[src/rtl/uart_xmit_sched_of_verifla.sv]
// Round-robin scheduler sharing one UART transmitter between NREQ byte producers.
// Latency: ack_o one cycle after a grantable request; xmitH one cycle after ack_o.
// Backpressure: grants only in IDLE with xmit_doneH high; requests wait otherwise.
//
// Ports:
//   sys_clk, sys_rst_l  clock and synchronous active-low reset
//   req_i / data_i      per-requester byte-ready and byte (requester k on [8k+7:8k])
//   ack_o               one-hot, one-cycle pulse when requester k's byte is latched
//   xmitH / xmit_dataH  launch strobe and held byte toward the UART transmitter
//   xmit_doneH          transmitter ready (high = idle)
//   grant_o / busy_o    last granted index; high while not IDLE
// NREQ must be 2..4.
module uart_xmit_sched_of_verifla #(
  parameter int NREQ         = 2,
  parameter int BUSY_TIMEOUT = 16
) (
  input  logic              sys_clk,
  input  logic              sys_rst_l,
  input  logic [NREQ-1:0]   req_i,
  input  logic [8*NREQ-1:0] data_i,
  output logic [NREQ-1:0]   ack_o,
  output logic              xmitH,
  output logic [7:0]        xmit_dataH,
  input  logic              xmit_doneH,
  output logic [1:0]        grant_o,
  output logic              busy_o
);

  localparam int CW = $clog2(BUSY_TIMEOUT + 1);

  typedef enum logic [1:0] {IDLE, LAUNCH, WAIT_BUSY, WAIT_DONE} state_t;

  state_t        state, nextState;
  logic [1:0]    rrPtr;
  logic [1:0]    pickIdx;
  logic [1:0]    cand;
  logic          pickVld;
  logic          grantNow;
  logic [CW-1:0] toCnt;
  logic [3:0]    reqPad;
  logic [31:0]   dataPad;

  // Pad to the maximum requester count so indexing by a 2-bit index is uniform.
  assign reqPad  = 4'(req_i);
  assign dataPad = 32'(data_i);

  // First requesting index at or above the rr pointer, wrapping around.
  always_comb begin
    pickVld = 1'b0;
    pickIdx = rrPtr;
    cand    = rrPtr;
    for (int i = 0; i < NREQ; i++) begin
      cand = 2'((int'(rrPtr) + i) % NREQ);
      if (!pickVld && reqPad[cand]) begin
        pickVld = 1'b1;
        pickIdx = cand;
      end
    end
  end

  assign grantNow = (state == IDLE) && pickVld && xmit_doneH;

  always_comb begin
    nextState = state;
    case (state)
      IDLE:      if (grantNow) nextState = LAUNCH;
      LAUNCH:    nextState = WAIT_BUSY;
      // A transmitter that never drops done is treated as having sent the byte.
      WAIT_BUSY: begin
        if (!xmit_doneH)                           nextState = WAIT_DONE;
        else if (toCnt == CW'(BUSY_TIMEOUT - 1))   nextState = IDLE;
      end
      // Frame length depends on baud, so no timeout while the UART is busy.
      WAIT_DONE: if (xmit_doneH) nextState = IDLE;
      default:   nextState = IDLE;
    endcase
  end

  always_ff @(posedge sys_clk) begin
    if (!sys_rst_l) state <= IDLE;
    else            state <= nextState;
  end

  always_ff @(posedge sys_clk) begin
    if (!sys_rst_l) begin
      ack_o      <= '0;
      xmitH      <= 1'b0;
      xmit_dataH <= 8'h00;
      grant_o    <= 2'd0;
      busy_o     <= 1'b0;
      rrPtr      <= 2'd0;
      toCnt      <= '0;
    end else begin
      // ack_o is high during LAUNCH; xmitH follows in the first WAIT_BUSY cycle,
      // so the two strobes can never coincide.
      ack_o  <= grantNow ? (NREQ'(1) << pickIdx) : '0;
      xmitH  <= (state == LAUNCH);
      busy_o <= (nextState != IDLE);
      if (grantNow) begin
        xmit_dataH <= dataPad[{pickIdx, 3'b000} +: 8];
        grant_o    <= pickIdx;
      end
      if (state == LAUNCH) begin
        rrPtr <= 2'((int'(grant_o) + 1) % NREQ);
        toCnt <= '0;
      end else if (state == WAIT_BUSY && xmit_doneH) begin
        toCnt <= toCnt + CW'(1);
      end
    end
  end

endmodule

[config.mk]
export PLATFORM = sky130hd
export DESIGN_NAME = uart_xmit_sched_of_verifla
export DESIGN_NICKNAME = d
export VERILOG_FILES = /design/src/rtl/uart_xmit_sched_of_verifla.sv
export SDC_FILE = /design/constraint.sdc
export NUM_CORES = 1
export LEC_CHECK = 0
export CELL_PAD_IN_SITES_DETAIL_PLACEMENT = 1
export CELL_PAD_IN_SITES_GLOBAL_PLACEMENT = 1
export CORE_AREA = 4 4 63 65
export CTS_CLUSTER_DIAMETER = 100
export DETAILED_ROUTE_END_ITERATION = 8
export DIE_AREA = 0 0 67 69
export PLACE_DENSITY_LB_ADDON = 0.1
export SLEW_MARGIN = 10
export SYNTH_ARGS = -nofsm -noshare
export SYNTH_HDL_FRONTEND = slang
export SYNTH_SLANG_ARGS = --single-unit
[constraint.sdc]
create_clock -name sys_clk -period 2.4 [get_ports sys_clk]
set_input_delay 0.36 -clock sys_clk [delete_from_list [all_inputs] [get_ports sys_clk]]
set_output_delay 0.36 -clock sys_clk [all_outputs]
set_load 0.1 [all_outputs]
Word-level counts from Yosys, hierarchy flattened
Cells that the tools add are included.
Widths: inputs -> output; s select.

storage, ports and cells
  output and inout bits = 14
  bits in registers = 23

cells by class
  shifts and indexed selects = 2
  eq/ne operators = 4
  $add $sub $neg = 3
  $lt $le $gt $ge = 2
  bitwise gates (word level) = 3
  mux-type cells = 13
  reduce and logical (&&, ||, !) cells = 9

operator list
  kind                 count
  $shiftx 32x6->8      1
  $mux 2               6
  $pmux 2 s4           1
  $add 5x1->5 const B  1
  $eq 5x4->1 const B   1
  $mux 1               5
  $eq 2x2->1 const B   2
  $logic_and 1x1->1    4
  $lt 1x3->1 const B   1
  $lt 2x3->1 const B   1
  $add 1x1->1 const B  2
  $and 1x1->1 const A  2
  $bmux 1 s2           1
  $eq 2x1->1 const B   1
  $logic_not 2->1      1
  $reduce_and 2->1     1
  $reduce_bool 2->1    1
  $reduce_or 2->1      1
  $shl 1x2->2 const A  1
  $logic_not 1->1      1
  $not 1->1            1

Depth between registers and ports, before layout
  depth after elaboration = 11
  mapped depth = 6

Worst setup path before layout
OpenSTA, ideal clock, no wires.

  path type = reg2reg
  start = register toCnt[0]
  end = register toCnt[4]
  slack = 1.023 ns
  stages on the path, launching flop included = 7
  arrival = 1.305 ns
  buffers on the path = 0
  cells stage by stage = dfxtp_1 ha_1 and3_1 ha_1 nor3b_1 o21ai_0 a21oi_1

on the way
  cells in the longest elaborated chain, start to end = 1

RTL lines
  item                    RTL line  text
  start, declared         39        logic [CW-1:0] toCnt;
  start signal, assigned  107       toCnt <= toCnt + CW'(1);
  $add 5x1->5             107

No other way between the ends.
A chain may end at the register's enable or synchronous reset.

Worst setup path in the final report
  start = register state[0]
  end = register xmit_dataH[5]

on the way
  cells in the longest elaborated chain, start to end = 3

RTL lines
  item                             RTL line  text
  start, declared                  33        state_t state, nextState;
  start signal, assigned           81        else state <= nextState;
  $logic_not 2->1                  61        assign grantNow = (state == IDLE) && pickVld && xmit_doneH;
  $logic_and 1x1->1 (2 in series)  61
  end signal, assigned             100       xmit_dataH <= dataPad[{pickIdx, 3'b000} +: 8];
  end, declared                    23        output logic [7:0] xmit_dataH,

No other way between the ends.

==> metrics.txt <==
# TYPE chip_impl_metric gauge
chip_impl_metric{name="yosys.cell_types.count",unit=""} 37
chip_impl_metric{name="grt-ovfl-total",unit=""} 0
chip_impl_metric{name="initial_core_utilization",unit=""} 0.3521
chip_impl_metric{name="relSlewSlack",unit=""} 0.5432
chip_impl_metric{name="path_clk_slew",unit="ns"} 0.13
chip_impl_metric{name="drv_cap",unit=""} 0
chip_impl_metric{name="synth-async-reset-ratio",unit=""} 0
chip_impl_metric{name="finalWirelength",unit="mm"} 3.332
chip_impl_info{name="critPathCaptureType",value="flip-flop"} 1
chip_impl_metric{name="cts.repair_timing.setup_buffer_count",unit=""} 0
chip_impl_metric{name="first_global_vias",unit=""} 1139
chip_impl_info{name="worstPathCellList",value="nand2b_4 -> buf_4 -> nor3_1 -> a221o_1"} 1
chip_impl_metric{name="post_detailed_route_count_of_antenna_violating_nets",unit=""} 0
chip_impl_metric{name="power_leakage",unit="nW"} 0.5473
chip_impl_info{name="synth_top_family_by_area",value="simple AND/OR/NAND/NOR gates"} 1
chip_impl_metric{name="post_synthesis_share_of_cell_area_spent_on_xor_and_xnor_gates",unit=""} 0
chip_impl_metric{name="drt_pre_antenna_iters",unit=""} 4
chip_impl_metric{name="number_of_h_tree_levels",unit=""} 1
chip_impl_metric{name="powerDensity",unit="nW/um^2"} 591.2
chip_impl_metric{name="die-width",unit="um"} 67
chip_impl_metric{name="num_vias",unit=""} 1125
chip_impl_metric{name="comb_power_share",unit=""} 0.344
chip_impl_metric{name="layout.nets",unit=""} 183
chip_impl_info{name="hp-class",value="flip-flop to flip-flop"} 1
chip_impl_info{name="cts_tree",value="done"} 1
chip_impl_metric{name="fin_setup_tns",unit="ns"} 0
chip_impl_metric{name="muxShareOfSynthArea",unit=""} 0
chip_impl_metric{name="global_route.usage.total",unit=""} 0.1507
chip_impl_metric{name="crit_buf_inv",unit=""} 1
chip_impl_info{name="yosys_most_used_dff",value="dfxtp_1"} 1
chip_impl_metric{name="synth_compound_gate_area_share",unit=""} 0.2300
chip_impl_metric{name="gp_congestion",unit=""} 0.7524
chip_impl_metric{name="finalSetupViolCount",unit=""} 0
chip_impl_metric{name="port-buffer-count",unit=""} 33
chip_impl_metric{name="dpl-instance-area",unit="um^2"} 1455
chip_impl_metric{name="yosys.area_share.simple",unit=""} 0.2726
chip_impl_metric{name="ratio_of_cells_with_drive_above_1_in_the_final_layout",unit=""} 0.1509
chip_impl_info{name="final_cell_mix",value="21 x dfxtp_1, 20 x clkdlybuf4s50_1, 18 x buf_4"} 1
chip_impl_metric{name="cts-buffers-inserted",unit=""} 3
chip_impl_metric{name="worst_clock_skew",unit="ns"} 0.007994
chip_impl_metric{name="cts_sinks",unit=""} 21
chip_impl_metric{name="worstPathArrival",unit="ns"} 1.91
chip_impl_metric{name="synth-edff-count",unit=""} 0
chip_impl_metric{name="clock_latency",unit="ns"} 0.30
chip_impl_metric{name="post_synth_inst_count",unit=""} 132
chip_impl_info{name="final_common_cell",value="dfxtp_1"} 1
chip_impl_metric{name="grt_max_degree",unit=""} 26
chip_impl_info{name="slowest_stage",value="dfxtp_1"} 1
chip_impl_metric{name="floorplan.die_area",unit="um^2"} 4623
chip_impl_metric{name="row_count",unit=""} 21
chip_impl_metric{name="clock_power_share",unit=""} 0.201
chip_impl_info{name="timing_worst_setup_path_type",value="flip-flop to flip-flop"} 1
chip_impl_metric{name="post-route-cell-area",unit="um^2"} 1481
chip_impl_metric{name="area_growth_from_synthesis_to_layout",unit="%"} 26.09
chip_impl_metric{name="mappedNetlistArea",unit="um^2"} 1175
chip_impl_metric{name="vias_per_cell",unit=""} 5.488
chip_impl_info{name="cts-root-buf",value="clkbuf_4"} 1
chip_impl_metric{name="fmaxAchievable",unit="MHz"} 584.1
chip_impl_metric{name="finish.cell_count_without_fillers",unit=""} 205
chip_impl_metric{name="antenna_found_initial",unit=""} 0
chip_impl_metric{name="cts.path.max_buffers",unit=""} 2
chip_impl_metric{name="power.share.sequential",unit=""} 0.454
chip_impl_metric{name="coreArea",unit="um^2"} 3337
chip_impl_metric{name="grt_pass1_wl",unit="mm"} 5.582
chip_impl_metric{name="yosys.area_share.adder",unit=""} 0.03088
chip_impl_info{name="grt_setup_unrepaired",value="false"} 1
chip_impl_metric{name="dp.cells",unit=""} 201
chip_impl_metric{name="worstMarginPinSlew",unit="ns"} 0.6843
chip_impl_metric{name="min_period",unit="ns"} 1.712
chip_impl_metric{name="hold_buffers",unit=""} 0
chip_impl_metric{name="finalCritPeriodShare",unit=""} 0.7133
chip_impl_metric{name="antenna-diode-count",unit=""} 0
chip_impl_metric{name="chipHeight",unit="um"} 69
chip_impl_metric{name="drc_errors",unit=""} 0
chip_impl_metric{name="first_iter_violations",unit=""} 74
chip_impl_info{name="worstSetupStartpointType",value="flip-flop"} 1
chip_impl_metric{name="cts-resized-gates",unit=""} 0
chip_impl_metric{name="vdd_ir_drop_max",unit="uV"} 176.2
chip_impl_info{name="critical-path-top-delay-family",value="flip-flops"} 1
chip_impl_metric{name="finalHoldViolations",unit=""} 0
chip_impl_info{name="outcome",value="complete, no violations"} 1
chip_impl_metric{name="worst_path_largest_cell_delay",unit="ns"} 0.78
chip_impl_metric{name="floorplan.io_pins",unit=""} 35
chip_impl_metric{name="postSynthRegisterBits",unit=""} 21
chip_impl_metric{name="crit_path_max_fanout",unit=""} 25
chip_impl_metric{name="mappedNetlistNets",unit=""} 155
chip_impl_metric{name="slew_violations",unit=""} 0
chip_impl_metric{name="route.detailed.wl_per_inst",unit="um"} 16.25
chip_impl_metric{name="intPower",unit="uW"} 531.2
chip_impl_metric{name="cp_data_required_time",unit="ns"} 2.60
chip_impl_metric{name="ys_seq_area_frac",unit=""} 0.3578
chip_impl_metric{name="syn_area_per_cell",unit="um^2"} 8.901
chip_impl_metric{name="net-switching-power",unit="uW"} 344.6
chip_impl_metric{name="dpl.hpwl",unit="mm"} 2.387
chip_impl_metric{name="warning_count_from_the_yosys_run",unit=""} 0
chip_impl_metric{name="switching_share",unit=""} 0.3935
==> logic make-up after synthesis <==
logic type | after synthesis
flip-flops | 21
adder cells (fa/ha/maj) | 3
buffers and inverters | 18
other | 1
AO/OA/AOI/OAI | 36
AND/OR/NAND/NOR | 53
==> routing by layer <==
metal	up-vias	routed length, um	global-route usage
met4	0	22	0.04730
met5	-	0	0
li1	545	-	-
met3	2	201	0.02597
met2	32	1626	0.2533
met1	546	1482	0.1913
==> final cells by class <==
| type | count | area, um^2 |
|---|---|---|
| Inverter | 3 | 11.26 |
| Timing Repair Buffer | 38 | 335.3 |
| Clock buffer | 4 | 26.28 |
| Tap cell | 46 | 57.56 |
| Sequential cell | 21 | 420.4 |
| Multi-Input combinational cell | 93 | 630.6 |
| Fill cell | 401 | 1856 |
==> flip-flops by register name, indices dropped and copies added (netlist names) <==
| signal | count |
|---|---|
| toCnt | 5 |
| state | 2 |
| rrPtr | 1 |
| busy_o | 1 |
| ack_o | 2 |
| grant_o | 1 |
| xmitH | 1 |
| xmit_dataH | 8 |
==> cell usage after synthesis, types with 2 or more instances <==
library cell	count	area share
buf_2	4	0.017
a221o_1	8	0.068
o21ai_0	6	0.026
nand4b_1	8	0.060
a21oi_1	8	0.034
nand3b_1	2	0.013
nor3b_1	3	0.019
and2_1	6	0.032
nor3_1	9	0.038
dfxtp_1	21	0.36
nand2_1	12	0.038
o21bai_1	2	0.013
clkbuf_2	2	0.0085
ha_1	2	0.021
a2111oi_0	6	0.045
a2111oi_1	2	0.017
nor2_1	5	0.016
clkbuf_1	2	0.0064
buf_6	6	0.058
==> metrics by stage <==
stage	power [mW]	setup WS (ns)	utilization	hold slack (ns)
2_1_floorplan	0.6310	1.023	-	0.4447
3_3_place_gp	0.7041	0.4573	0.4361	0.4590
3_5_place_dp	0.7090	0.3952	0.4361	0.4739
4_1_cts	0.8900	0.6715	0.4439	0.4916
5_1_grt	0.9272	0.5858	0.4439	0.5152
6_report	0.8758	0.6880	0.4439	0.4864
==> power by group through the flow <==
stage	clock (mW)	sequential, mW	combinational (mW)
global route	0.207	0.402	0.318
detailed placement	0	0.407	0.302
finish	0.176	0.398	0.302
CTS	0.188	0.398	0.304
floorplan	0	0.514	0.117
global placement	0	0.403	0.301
==> worst min-delay path: stages (launching register included) <==
cell and delay, ns:
dfxtp_1 0.34, nand2_1 0.06, a21oi_1 0.05
==> worst paths after layout <==
| check | from | to | slack [ns] | cells past startpoint |
|---|---|---|---|---|
| max | state[0]$_SDFF_PN0_ | xmit_dataH[5]$_SDFFE_PN0P_ | 0.69 | 4 |
| min | toCnt[4]$_SDFFE_PP0P_ | toCnt[4]$_SDFFE_PP0P_ | 0.49 | 2 |
| max reg2reg | state[0]$_SDFF_PN0_ | xmit_dataH[5]$_SDFFE_PN0P_ | 0.69 | 4 |
| min reg2reg | toCnt[4]$_SDFFE_PP0P_ | toCnt[4]$_SDFFE_PP0P_ | 0.49 | 2 |
(Power assumes the default switching activity.)
